<file path="src/rtl/mem_port_arbiter_if.sv">
// Bundle of both requester handshakes plus the single-port MEMORY connection.
// The arbiter takes the slave view; the requesters/memory side takes the master view.
interface mem_port_arbiter_if #(
  parameter int unsigned ADDR_LEN = 8,
  parameter int unsigned WORD_LEN = 8
);
  logic                req_a;
  logic                we_a;
  logic [ADDR_LEN-1:0] addr_a;
  logic [WORD_LEN-1:0] wdata_a;
  logic                gnt_a;
  logic                rvalid_a;
  logic [WORD_LEN-1:0] rdata_a;

  logic                req_b;
  logic                we_b;
  logic [ADDR_LEN-1:0] addr_b;
  logic [WORD_LEN-1:0] wdata_b;
  logic                gnt_b;
  logic                rvalid_b;
  logic [WORD_LEN-1:0] rdata_b;

  logic [ADDR_LEN-1:0] mem_addr;
  logic                mem_r_en;
  logic                mem_w_en;
  logic [WORD_LEN-1:0] mem_data_in;
  logic [WORD_LEN-1:0] mem_data_out;

  modport slave (
    input  req_a, we_a, addr_a, wdata_a,
    input  req_b, we_b, addr_b, wdata_b,
    input  mem_data_out,
    output gnt_a, rvalid_a, rdata_a,
    output gnt_b, rvalid_b, rdata_b,
    output mem_addr, mem_r_en, mem_w_en, mem_data_in
  );

  modport master (
    output req_a, we_a, addr_a, wdata_a,
    output req_b, we_b, addr_b, wdata_b,
    output mem_data_out,
    input  gnt_a, rvalid_a, rdata_a,
    input  gnt_b, rvalid_b, rdata_b,
    input  mem_addr, mem_r_en, mem_w_en, mem_data_in
  );
endinterface

</file>
<file path="src/rtl/mem_port_arbiter.sv">
// Round-robin arbiter serialising two requesters onto one single-port synchronous memory.
// Every output is registered; a read returns data three cycles after its sampling edge.
module mem_port_arbiter #(
  parameter int unsigned ADDR_LEN = 8,
  parameter int unsigned WORD_LEN = 8
) (
  input logic              clk,
  input logic              rst,
  mem_port_arbiter_if.slave bus
);

  typedef enum logic [1:0] {StIdle, StIssue, StResp} state_e;

  state_e state_q, state_d;

  logic                we_q, we_d;
  logic                owner_b_q, owner_b_d;
  logic                last_b_q, last_b_d;
  logic                gnt_a_q, gnt_a_d;
  logic                gnt_b_q, gnt_b_d;
  logic                rvalid_a_q, rvalid_a_d;
  logic                rvalid_b_q, rvalid_b_d;
  logic [WORD_LEN-1:0] rdata_a_q, rdata_a_d;
  logic [WORD_LEN-1:0] rdata_b_q, rdata_b_d;
  logic [ADDR_LEN-1:0] mem_addr_q, mem_addr_d;
  logic [WORD_LEN-1:0] mem_data_in_q, mem_data_in_d;
  logic                mem_r_en_q, mem_r_en_d;
  logic                mem_w_en_q, mem_w_en_d;

  logic any_req;
  logic pick_a;

  assign any_req = bus.req_a | bus.req_b;
  // On a tie the requester that did not win last time goes first.
  assign pick_a  = bus.req_a & (~bus.req_b | last_b_q);

  always_ff @(posedge clk or posedge rst) begin
    if (rst) begin
      state_q <= StIdle;
    end else begin
      state_q <= state_d;
    end
  end

  always_comb begin
    state_d = state_q;
    unique case (state_q)
      StIdle:  if (any_req) state_d = StIssue;
      StIssue: state_d = we_q ? StIdle : StResp;
      StResp:  state_d = StIdle;
      default: state_d = StIdle;
    endcase
  end

  always_comb begin
    we_d          = we_q;
    owner_b_d     = owner_b_q;
    last_b_d      = last_b_q;
    gnt_a_d       = 1'b0;
    gnt_b_d       = 1'b0;
    rvalid_a_d    = 1'b0;
    rvalid_b_d    = 1'b0;
    rdata_a_d     = rdata_a_q;
    rdata_b_d     = rdata_b_q;
    mem_addr_d    = mem_addr_q;
    mem_data_in_d = mem_data_in_q;
    mem_r_en_d    = 1'b0;
    mem_w_en_d    = 1'b0;
    unique case (state_q)
      StIdle: begin
        if (any_req) begin
          owner_b_d     = ~pick_a;
          last_b_d      = ~pick_a;
          gnt_a_d       = pick_a;
          gnt_b_d       = ~pick_a;
          we_d          = pick_a ? bus.we_a    : bus.we_b;
          mem_addr_d    = pick_a ? bus.addr_a  : bus.addr_b;
          mem_data_in_d = pick_a ? bus.wdata_a : bus.wdata_b;
          mem_w_en_d    = we_d;
          mem_r_en_d    = ~we_d;
        end
      end
      StIssue: ;
      StResp: begin
        if (owner_b_q) begin
          rdata_b_d  = bus.mem_data_out;
          rvalid_b_d = 1'b1;
        end else begin
          rdata_a_d  = bus.mem_data_out;
          rvalid_a_d = 1'b1;
        end
      end
      default: ;
    endcase
  end

  // Last winner resets to B so that A takes the first tie.
  always_ff @(posedge clk or posedge rst) begin
    if (rst) begin
      we_q          <= 1'b0;
      owner_b_q     <= 1'b0;
      last_b_q      <= 1'b1;
      gnt_a_q       <= 1'b0;
      gnt_b_q       <= 1'b0;
      rvalid_a_q    <= 1'b0;
      rvalid_b_q    <= 1'b0;
      rdata_a_q     <= '0;
      rdata_b_q     <= '0;
      mem_addr_q    <= '0;
      mem_data_in_q <= '0;
      mem_r_en_q    <= 1'b0;
      mem_w_en_q    <= 1'b0;
    end else begin
      we_q          <= we_d;
      owner_b_q     <= owner_b_d;
      last_b_q      <= last_b_d;
      gnt_a_q       <= gnt_a_d;
      gnt_b_q       <= gnt_b_d;
      rvalid_a_q    <= rvalid_a_d;
      rvalid_b_q    <= rvalid_b_d;
      rdata_a_q     <= rdata_a_d;
      rdata_b_q     <= rdata_b_d;
      mem_addr_q    <= mem_addr_d;
      mem_data_in_q <= mem_data_in_d;
      mem_r_en_q    <= mem_r_en_d;
      mem_w_en_q    <= mem_w_en_d;
    end
  end

  assign bus.gnt_a       = gnt_a_q;
  assign bus.gnt_b       = gnt_b_q;
  assign bus.rvalid_a    = rvalid_a_q;
  assign bus.rvalid_b    = rvalid_b_q;
  assign bus.rdata_a     = rdata_a_q;
  assign bus.rdata_b     = rdata_b_q;
  assign bus.mem_addr    = mem_addr_q;
  assign bus.mem_data_in = mem_data_in_q;
  assign bus.mem_r_en    = mem_r_en_q;
  assign bus.mem_w_en    = mem_w_en_q;

endmodule

</file>
<file path="src/flat_wrapper.sv">
// flat-port wrapper written by rule: the top's interface ports become plain ports
module mem_port_arbiter_flat 
#(
  parameter int unsigned ADDR_LEN = 8,
  parameter int unsigned WORD_LEN = 8
)
  (clk, rst, bus_req_a, bus_we_a, bus_addr_a, bus_wdata_a, bus_req_b, bus_we_b, bus_addr_b, bus_wdata_b, bus_mem_data_out, bus_gnt_a, bus_rvalid_a, bus_rdata_a, bus_gnt_b, bus_rvalid_b, bus_rdata_b, bus_mem_addr, bus_mem_r_en, bus_mem_w_en, bus_mem_data_in);
  mem_port_arbiter_if #(.ADDR_LEN(ADDR_LEN), .WORD_LEN(WORD_LEN)) bus_i ();
  input logic clk;
  input logic rst;
  input wire logic [$bits(bus_i.req_a)-1:0] bus_req_a;
  input wire logic [$bits(bus_i.we_a)-1:0] bus_we_a;
  input wire logic [$bits(bus_i.addr_a)-1:0] bus_addr_a;
  input wire logic [$bits(bus_i.wdata_a)-1:0] bus_wdata_a;
  input wire logic [$bits(bus_i.req_b)-1:0] bus_req_b;
  input wire logic [$bits(bus_i.we_b)-1:0] bus_we_b;
  input wire logic [$bits(bus_i.addr_b)-1:0] bus_addr_b;
  input wire logic [$bits(bus_i.wdata_b)-1:0] bus_wdata_b;
  input wire logic [$bits(bus_i.mem_data_out)-1:0] bus_mem_data_out;
  output wire logic [$bits(bus_i.gnt_a)-1:0] bus_gnt_a;
  output wire logic [$bits(bus_i.rvalid_a)-1:0] bus_rvalid_a;
  output wire logic [$bits(bus_i.rdata_a)-1:0] bus_rdata_a;
  output wire logic [$bits(bus_i.gnt_b)-1:0] bus_gnt_b;
  output wire logic [$bits(bus_i.rvalid_b)-1:0] bus_rvalid_b;
  output wire logic [$bits(bus_i.rdata_b)-1:0] bus_rdata_b;
  output wire logic [$bits(bus_i.mem_addr)-1:0] bus_mem_addr;
  output wire logic [$bits(bus_i.mem_r_en)-1:0] bus_mem_r_en;
  output wire logic [$bits(bus_i.mem_w_en)-1:0] bus_mem_w_en;
  output wire logic [$bits(bus_i.mem_data_in)-1:0] bus_mem_data_in;
  assign bus_i.req_a = bus_req_a;
  assign bus_i.we_a = bus_we_a;
  assign bus_i.addr_a = bus_addr_a;
  assign bus_i.wdata_a = bus_wdata_a;
  assign bus_i.req_b = bus_req_b;
  assign bus_i.we_b = bus_we_b;
  assign bus_i.addr_b = bus_addr_b;
  assign bus_i.wdata_b = bus_wdata_b;
  assign bus_i.mem_data_out = bus_mem_data_out;
  assign bus_gnt_a = bus_i.gnt_a;
  assign bus_rvalid_a = bus_i.rvalid_a;
  assign bus_rdata_a = bus_i.rdata_a;
  assign bus_gnt_b = bus_i.gnt_b;
  assign bus_rvalid_b = bus_i.rvalid_b;
  assign bus_rdata_b = bus_i.rdata_b;
  assign bus_mem_addr = bus_i.mem_addr;
  assign bus_mem_r_en = bus_i.mem_r_en;
  assign bus_mem_w_en = bus_i.mem_w_en;
  assign bus_mem_data_in = bus_i.mem_data_in;
  mem_port_arbiter #(.ADDR_LEN(ADDR_LEN), .WORD_LEN(WORD_LEN)) u_core (.clk(clk), .rst(rst), .bus(bus_i));
endmodule
</file>
<file path="config.mk">
export PLATFORM = sky130hd
export DESIGN_NAME = mem_port_arbiter_flat
export DESIGN_NICKNAME = d
export VERILOG_FILES = /design/src/rtl/mem_port_arbiter_if.sv /design/src/rtl/mem_port_arbiter.sv /design/src/flat_wrapper.sv
export SDC_FILE = /design/constraint.sdc
export NUM_CORES = 1
export LEC_CHECK = 0
export CORE_MARGIN = 8
export CORE_UTILIZATION = 34
export DETAILED_ROUTE_END_ITERATION = 8
export GPL_TIMING_DRIVEN = 0
export PLACE_DENSITY = 0.68
export SLEW_MARGIN = 25
export SYNTH_ARGS = -nofsm -noshare
export SYNTH_HDL_FRONTEND = slang
export SYNTH_SLANG_ARGS = --single-unit
</file>
<file path="constraint.sdc">
create_clock -name clk -period 1.5 [get_ports clk]
set_input_delay 0.3 -clock clk [delete_from_list [all_inputs] [get_ports clk]]
set_output_delay 0.3 -clock clk [all_outputs]
set_load 0.05 [all_outputs]
</file>
# ---- Word level (Yosys, flattened, before mapping)
# Cells that the tools add are included.
dict set report totals {
  out_inout_bits 38
  regBits 43
  ramBits 0
  rom_bits 0
  memories 0
  in_bits 46
  latchBits 0
  word_cells 46
}
dict set report op_classes {
  addsub 0
  mux 18
  eq_ne 3
  n_shift 0
  div 0
  reduce_logical 4
  magnitude_cmp 0
  n_mul 0
  n_bitwise 7
}
# op count
set op_table {}
lappend op_table {{2-to-1 mux 8 bit} 2}
lappend op_table {{2-to-1 mux 1 bit} 13}
lappend op_table {{AND reduction 2 bit} 3}
lappend op_table {{2-to-1 mux 2 bit} 2}
lappend op_table {{NOT 1 bit} 4}
lappend op_table {{case mux 2 bit (2 select lines)} 1}
lappend op_table {{== test 2 x 1 -> 1 bit, second input constant} 1}
lappend op_table {{== test 2 bit, second input constant} 1}
lappend op_table {{zero test 2 bit} 1}
lappend op_table {{inequality test 2 x 1 -> 1 bit, second input constant} 1}
lappend op_table {{OR 1 bit} 2}
lappend op_table {{bitwise AND 1 bit} 1}

# ---- Logic depth before layout (Yosys ltp)
# Gate-level depths: netlist (run 1).
dict set report logic_depth {
  word_depth 7
  ltp_mapped 6
  depth_no_buf 4
}

# ---- Worst setup path after synthesis (run 1)
# No wires, ideal clock.
dict set report synth_path {
  path_type {register to register}
  from {reg u_core.last_b_q}
  to {reg u_core.mem_addr_q[0] (netlist: u_core.bus.mem_addr[0])}
  t_arrival_ps 1157
  synth_period_minus_slack_ps 1291
  slack_ps 209
  setup_time_ps 134
  path_stages_with_launch 5
  t_required_ps 1366
  path_cell_list {dfstp_2 > and2b_1 > buf_2 > o21ai_0 > a31oi_2}
}
dict set report synth_via {
  elab_chain_len 3
}
# element line
set synth_lines {}
lappend synth_lines {{start: declaration} mem_port_arbiter.sv:18} ;# logic last_b_q, last_b_d;
lappend synth_lines {{start signal: assignment} mem_port_arbiter.sv:116} ;# last_b_q <= last_b_d;
lappend synth_lines {{OR 1 bit} mem_port_arbiter.sv:35} ;# assign pick_a = bus.req_a & (~bus.req_b | last_b_q);
lappend synth_lines {{bitwise AND 1 bit} mem_port_arbiter.sv:35}
lappend synth_lines {{2-to-1 mux 8 bit} mem_port_arbiter.sv:77} ;# mem_addr_d = pick_a ? bus.addr_a : bus.addr_b;
lappend synth_lines {{end signal: assignment} mem_port_arbiter.sv:123} ;# mem_addr_q <= mem_addr_d;
lappend synth_lines {{end: declaration} mem_port_arbiter.sv:25} ;# logic [ADDR_LEN-1:0] mem_addr_q, mem_addr_d;
# No other way between the ends.
# A chain may end at the register's enable or synchronous reset.

# ---- Worst setup path in the final report (run 1)
dict set report layout_path {
  from {reg u_core.mem_data_in_q[7] (netlist: u_core.bus.mem_data_in[7])}
  to {out bus_mem_data_in[7]}
}
# element line
set layout_rtl {}
lappend layout_rtl {{start: declaration} mem_port_arbiter.sv:26} ;# logic [WORD_LEN-1:0] mem_data_in_q, mem_data_in_d;
lappend layout_rtl {{start signal: assignment} mem_port_arbiter.sv:124} ;# mem_data_in_q <= mem_data_in_d;
lappend layout_rtl {{end: declaration} flat_wrapper.sv:29} ;# output wire logic [$bits(bus_i.mem_data_in)-1:0] bus_mem_data_in;
# No word-level cell between the ends.

==> results of run 1 <==
[worst reg2reg max path, cell delays in order, from the launching register on]
cell and delay (ns):
dfstp_2 0.54, nand2b_1 0.10, buf_4 0.17, clkbuf_4 0.22, nand3_1 0.10, a31oi_2 0.19
[state kept, by name (all words and copies together), names as in the netlist, 2 cells and up]
name,count
u_core.bus.mem_addr,8
u_core.bus.mem_data_in,8
u_core.state_q,2
u_core.bus.rdata_b,8
u_core.bus.rdata_a,8
[worst max path at each step]
stage | slack (ns) | endpoint | start
after detailed placement | -0.28 | u_core.bus.mem_addr[2] | bus_req_a
after floorplan | 0.20 | u_core.bus.gnt_a | rst
after global routing | 0.0002 | bus_mem_data_in[5] | u_core.bus.mem_data_in[5]
after global placement | -0.70 | u_core.bus.mem_addr[7] | rst
final | 0.04 | bus_mem_data_in[7] | u_core.bus.mem_data_in[7]
after CTS | 0.0004 | bus_rdata_b[1] | u_core.bus.rdata_b[1]
[power groups by stage]
stage / Clock, mW / Sequential [mW] / Combinational [mW]
2_1_floorplan: 0 / 3.72 / 1.00
3_3_place_gp: 0 / 2.02 / 4.09
3_5_place_dp: 0 / 2.03 / 4.14
4_1_cts: 0.733 / 2.00 / 3.83
5_1_grt: 0.791 / 2.09 / 3.98
6_report: 0.711 / 2.01 / 3.77
[cells in the final DEF, fill, tap and decap left out, types with 2 or more instances in the layout]
cell / instances
buf_4: 4
nor3b_1: 2
clkdlybuf4s15_1: 18
o21ai_1: 5
a21oi_1: 19
clkbuf_8: 5
clkbuf_1: 2
clkdlybuf4s50_1: 45
nand3_1: 18
dlygate4sd2_1: 6
a31oi_1: 16
mux2_1: 8
inv_2: 2
o21a_1: 2
inv_1: 3
mux2_2: 8
dfrtp_1: 42
buf_6: 2
buf_2: 4
clkbuf_2: 15
o21ai_0: 12
[cell type report]
cell class | instances | area [sq um] | area share
plain buffers | 12 | 85.08 | 0.03064
clock buffers | 7 | 76.32 | 0.02749
multi-input cells | 98 | 653.1 | 0.2352
repair buffers | 84 | 773.2 | 0.2785
flip-flops and latches | 43 | 1077 | 0.3880
well taps | 70 | 87.58 | 0.03155
inverters | 5 | 18.77 | 0.006760
clock inverters | 1 | 5.005 | 0.001803
[routing by layer]
layer  GRT usage  wire [microns]
met1      0.1845            2401
met2      0.2168            2456
met3     0.05607             431
met4     0.05740              66
met5           0               0
[metrics by stage]
| step | util | power (mW) | TNS, ns |
|---|---|---|---|
| after floorplan | - | 4.727 | 0 |
| after global placement | 0.5343 | 6.110 | -33.80 |
| after detailed placement | 0.5382 | 6.178 | -4.208 |
| after CTS | 0.5467 | 6.567 | 0 |
| after global routing | 0.5402 | 6.866 | 0 |
| final | 0.5402 | 6.484 | 0 |
[cell families after synthesis]
family                 Yosys count  share of synthesized area
AOI/OAI and AO/OA               55                     0.1684
DFF                             43                     0.5893
and+or+nand+nor                 27                    0.09036
buffers and inverters           17                    0.05338
muxes                           16                    0.09857
[what timing repair did]
item / CTS / global route
hold buffers: 0 / 0
resized for setup: 46 / 47
setup endpoints to repair: 38 / 41
==> flow_summary.ini, run 1 <==
[outcome]
outcome = completed

[timing]
slew_violations = 0
hold_viol = 0
relSlewSlack = 0.6510
min_period_over_period = 0.9761
setup_ws_ns = 0.03584
fmax_ghz = 0.6830
grt_setup_unrepaired = no
tightest_slew_ns = 0.5256
setup_viol = 0
fin_worst_skew_ns = 0.006638
fin_hold_ws_ns = 0.3113
min_period_ns = 1.464

[worst_setup_path]
worstSetupStartpointType = flop
path_cells = clkdlybuf4s15_1
worst-path-buf-inv = 1
reg2reg_slack_ns = 0.10
end_kind = primary output
rr_startpoint = u_core.last_b_q
r2r-end = u_core.bus.mem_addr[0]
cp_top_family = buffers and inverters
path_max_fanout = 2
slowest_delay_ns = 0.51
worstPathRequired_ns = 1.20
arrival_ns = 1.16
slowest_stage = clkdlybuf4s15_1
rr_worst_depth = 5
path_class = reg2out
path_depth = 1

[placement]
post-place-ws_ns = -0.2795
place_area_sq_um = 2766
post-dp-hpwl_mm = 3.965
io_buffers = 83
placed_cells = 312
place.gp.congestion = 0.7182

[grt]
grt_pass1_vias = 1704
grt_use_total = 0.1455
grt_remaining_overflow = 0
grt_max_degree = 28
antenna_found_initial = 0
grt_first_pass_wirelength_mm = 8.797

[route]
avgRoutedWirePerCell_microns = 16.73
drc = 0
drt-pass1-iter-count = 4
drtIter0Drc = 44
ant_nets = 0
dr_total_vias = 1549
wirelength_mm = 5.354
vias_per_cell = 4.841

[synthesis]
synth_most_common_cell = dfrtp_1
ys_ff_latch = 43
synth_commonest_cells = 42 x dfrtp_1, 19 x a21oi_1, 18 x nand3_1
synth_fp_nets = 204
ys_types = 25
seq_area_frac_synth = 0.5893
synth_area_leaders = dfrtp_1 57%, a31oi_1 5.5%, a21oi_1 5.2%
ys.flop_type = dfrtp_1
synth_area_leader_cell = dfrtp_1
synth_edf_count = 0
syn-mean-instance-area_sq_um = 11.57
synthesis.instances = 158
synthesis.area_sq_um = 1828
yosysWarnings = 0
synth-async-reset-ratio = 1.000
synth_top_area_share = 0.5749

[worst_hold_path]
hold_class = in2async

[pwr]
p_comb_frac = 0.581
pwr-share-clk = 0.110
p_sw_mw = 3.314
p_seq_frac = 0.309
peakVddDrop_uv = 923.1
p_leak_nw = 1.210
power_density_nw_per_um2 = 2335
p_int_mw = 3.170
swShare = 0.5111

[clocking]
clkSlewWorstSetupHoldPaths_ns = 0.08
root_buffer = clkbuf_8
htree_levels = 2
clock_sinks = 43
cts_tree = done
cts_buffers = 5
clk_latency_ns = 0.29
cts_setup_buffers = 0
cts_buffer_depth = 2

[finish]
areaGrowthSynthToFinish_pct = 51.88
fin_cells = 320
final_nets = 295
drive_above_1_share = 0.1920
finish.instance_area_sq_um = 2776
n_antenna_cell = 0
n_fill_cell = 518

[floorplanning]
die_w_microns = 89.33
die_y_microns = 89.33
die-area_sq_um = 7979
coreArea_sq_um = 5140
ios = 84
start_util = 0.3556
floorplan.rows = 26

[run]
maxCapViolCount = 0
Note: power is estimated with default switching activity, not from simulation.
==> run 2: changes to the inputs <==
- SLEW_MARGIN: 25 -> not set
- clock period: 1.5 -> 1.6 ns (I/O delays scaled with it)
==> flow_summary.ini, run 2 (synthesized netlist as in run 1, its figures left out) <==
[outcome]
outcome = completed

[clocking]
cts_buffers = 5
cts_buffer_depth = 2
cts_setup_buffers = 0
clk_latency_ns = 0.29
cts_tree = done
ctsHoldBuffers = 0
root_buffer = clkbuf_8
htree_levels = 2
clock_sinks = 43
clkSlewWorstSetupHoldPaths_ns = 0.08

[worst_setup_path]
end_kind = primary output
worst-path-buf-inv = 1
arrival_ns = 1.20
path_max_fanout = 2
slowest_stage = dlygate4sd2_1
worstSetupStartpointType = flop
slowest_delay_ns = 0.56
path_cells = dlygate4sd2_1
path_class = reg2out
worstPathRequired_ns = 1.28
cp_top_family = buffers and inverters

[pwr]
power_density_nw_per_um2 = 2175
p_leak_nw = 1.228
p_total_mw = 6.050
peakVddDrop_uv = 884.3

[finish]
drive_above_1_share = 0.1325
finish.instance_area_sq_um = 2781
n_antenna_cell = 0
final-seq-area_sq_um = 1077
fin_cells = 319
layout_commonest_cell = clkdlybuf4s50_1
multiInputGateArea_sq_um = 653.1
final_nets = 294
areaGrowthSynthToFinish_pct = 52.16
n_fill_cell = 508
layout_common_cells = 45 x clkdlybuf4s50_1, 42 x dfrtp_1, 38 x dlygate4sd2_1

[timing]
grt_setup_unrepaired = no
min_period_over_period = 0.9512
setup_viol = 0
slew_violations = 0
fin_worst_skew_ns = 0.004679
setup_ws_ns = 0.07804
fmax_ghz = 0.6570
hold_viol = 0
relSlewSlack = 0.4016
tightest_slew_ns = 0.8963
min_period_ns = 1.522
tns_ns = 0

[route]
wirelength_mm = 5.327
ant_nets = 0
dr_total_vias = 1602
vias_per_cell = 5.022
drc = 0
avgRoutedWirePerCell_microns = 16.70
drtIter0Drc = 41
drt-pass1-iter-count = 4

[placement]
place_area_sq_um = 2746
io_buffers = 83
post-place-ws_ns = -0.1898
place.gp.congestion = 0.7182
post-dp-hpwl_mm = 3.894
placed_cells = 311

[grt]
grt_use_total = 0.1401
antenna_found_initial = 0
grt_pass1_vias = 1665
grt_first_pass_wirelength_mm = 8.631
grt_remaining_overflow = 0
grt_max_degree = 44

[floorplanning]
ios = 84
die_y_microns = 89.33
coreArea_sq_um = 5140
floorplan.rows = 26
start_util = 0.3556
die-area_sq_um = 7979
die_w_microns = 89.33

[run]
maxCapViolCount = 0

[worst_hold_path]
hold_class = reg2reg
==> run 2: cell types whose count changed in the layout (fill, tap and decap cells not counted), moves of 2 or more <==
cell / delta
clkbuf_2: -14
o21ai_1: -4
dlygate4sd2_1: +32
o21ai_0: +4
buf_2: +2
clkdlybuf4s15_1: -18
==> run 2: report_power, final <==
| group | internal [mW] | switching (mW) |
|---|---|---|
| sequential | 1.61 | 0.244 |
| clock | 0.307 | 0.358 |
| combinational | 1.04 | 2.49 |
==> run 2: layer usage <==
metal | GRT usage | vias up | share of wire
met4 | 0.03474 | 0 | 0.014
met3 | 0.05790 | 11 | 0.098
met1 | 0.1834 | 761 | 0.43
li1 | - | 755 | -
met5 | 0 | - | 0
met2 | 0.2081 | 75 | 0.46
==> run 2: final cells by class <==
class,instances,share of cell area
Buffer,12,0.02879
Clock buffer,7,0.02744
Clock inverter,1,0.001799
Inverter,5,0.006748
Multi-Input combinational cell,98,0.2348
Sequential cell,43,0.3873
Tap cell,70,0.03149
Timing Repair Buffer,83,0.2816
==> run 2: worst reg2reg max path: stages, from the launching register on <==
cell	delay, ns
dfstp_2	0.54
and2b_1	0.26
buf_2	0.22
o21ai_0	0.22
a31oi_2	0.11
==> run 2: final timing paths <==
path	end	start	cells past startpoint	slack [ns]
worst min-delay path	u_core.state_q[1]	u_core.we_q	1	0.44
worst max register to register	u_core.bus.mem_addr[0]	u_core.last_b_q	4	0.13
min in group asynchronous	u_core.bus.mem_addr[1]	rst	2	0.53
max in group asynchronous	u_core.bus.mem_data_in[4]	rst	2	0.50
worst min register to register	u_core.state_q[1]	u_core.we_q	1	0.44
worst max-delay path	bus_mem_addr[0]	u_core.bus.mem_addr[0]	1	0.08
==> run 2: metrics by stage <==
stage	hold WS, ns	util
2_1_floorplan	0.4095	-
3_3_place_gp	0.4191	0.5343
3_5_place_dp	0.4306	0.5343
4_1_cts	0.4479	0.5409
5_1_grt	0.4491	0.5411
6_report	0.4427	0.5411
==> run 2: repair_timing <==
item / in CTS / in global routing
pin swaps: 0 / 0
setup endpoints to repair: 38 / 9
endpoints found under the hold margin: 0 / 0
gates resized for setup: 38 / 2
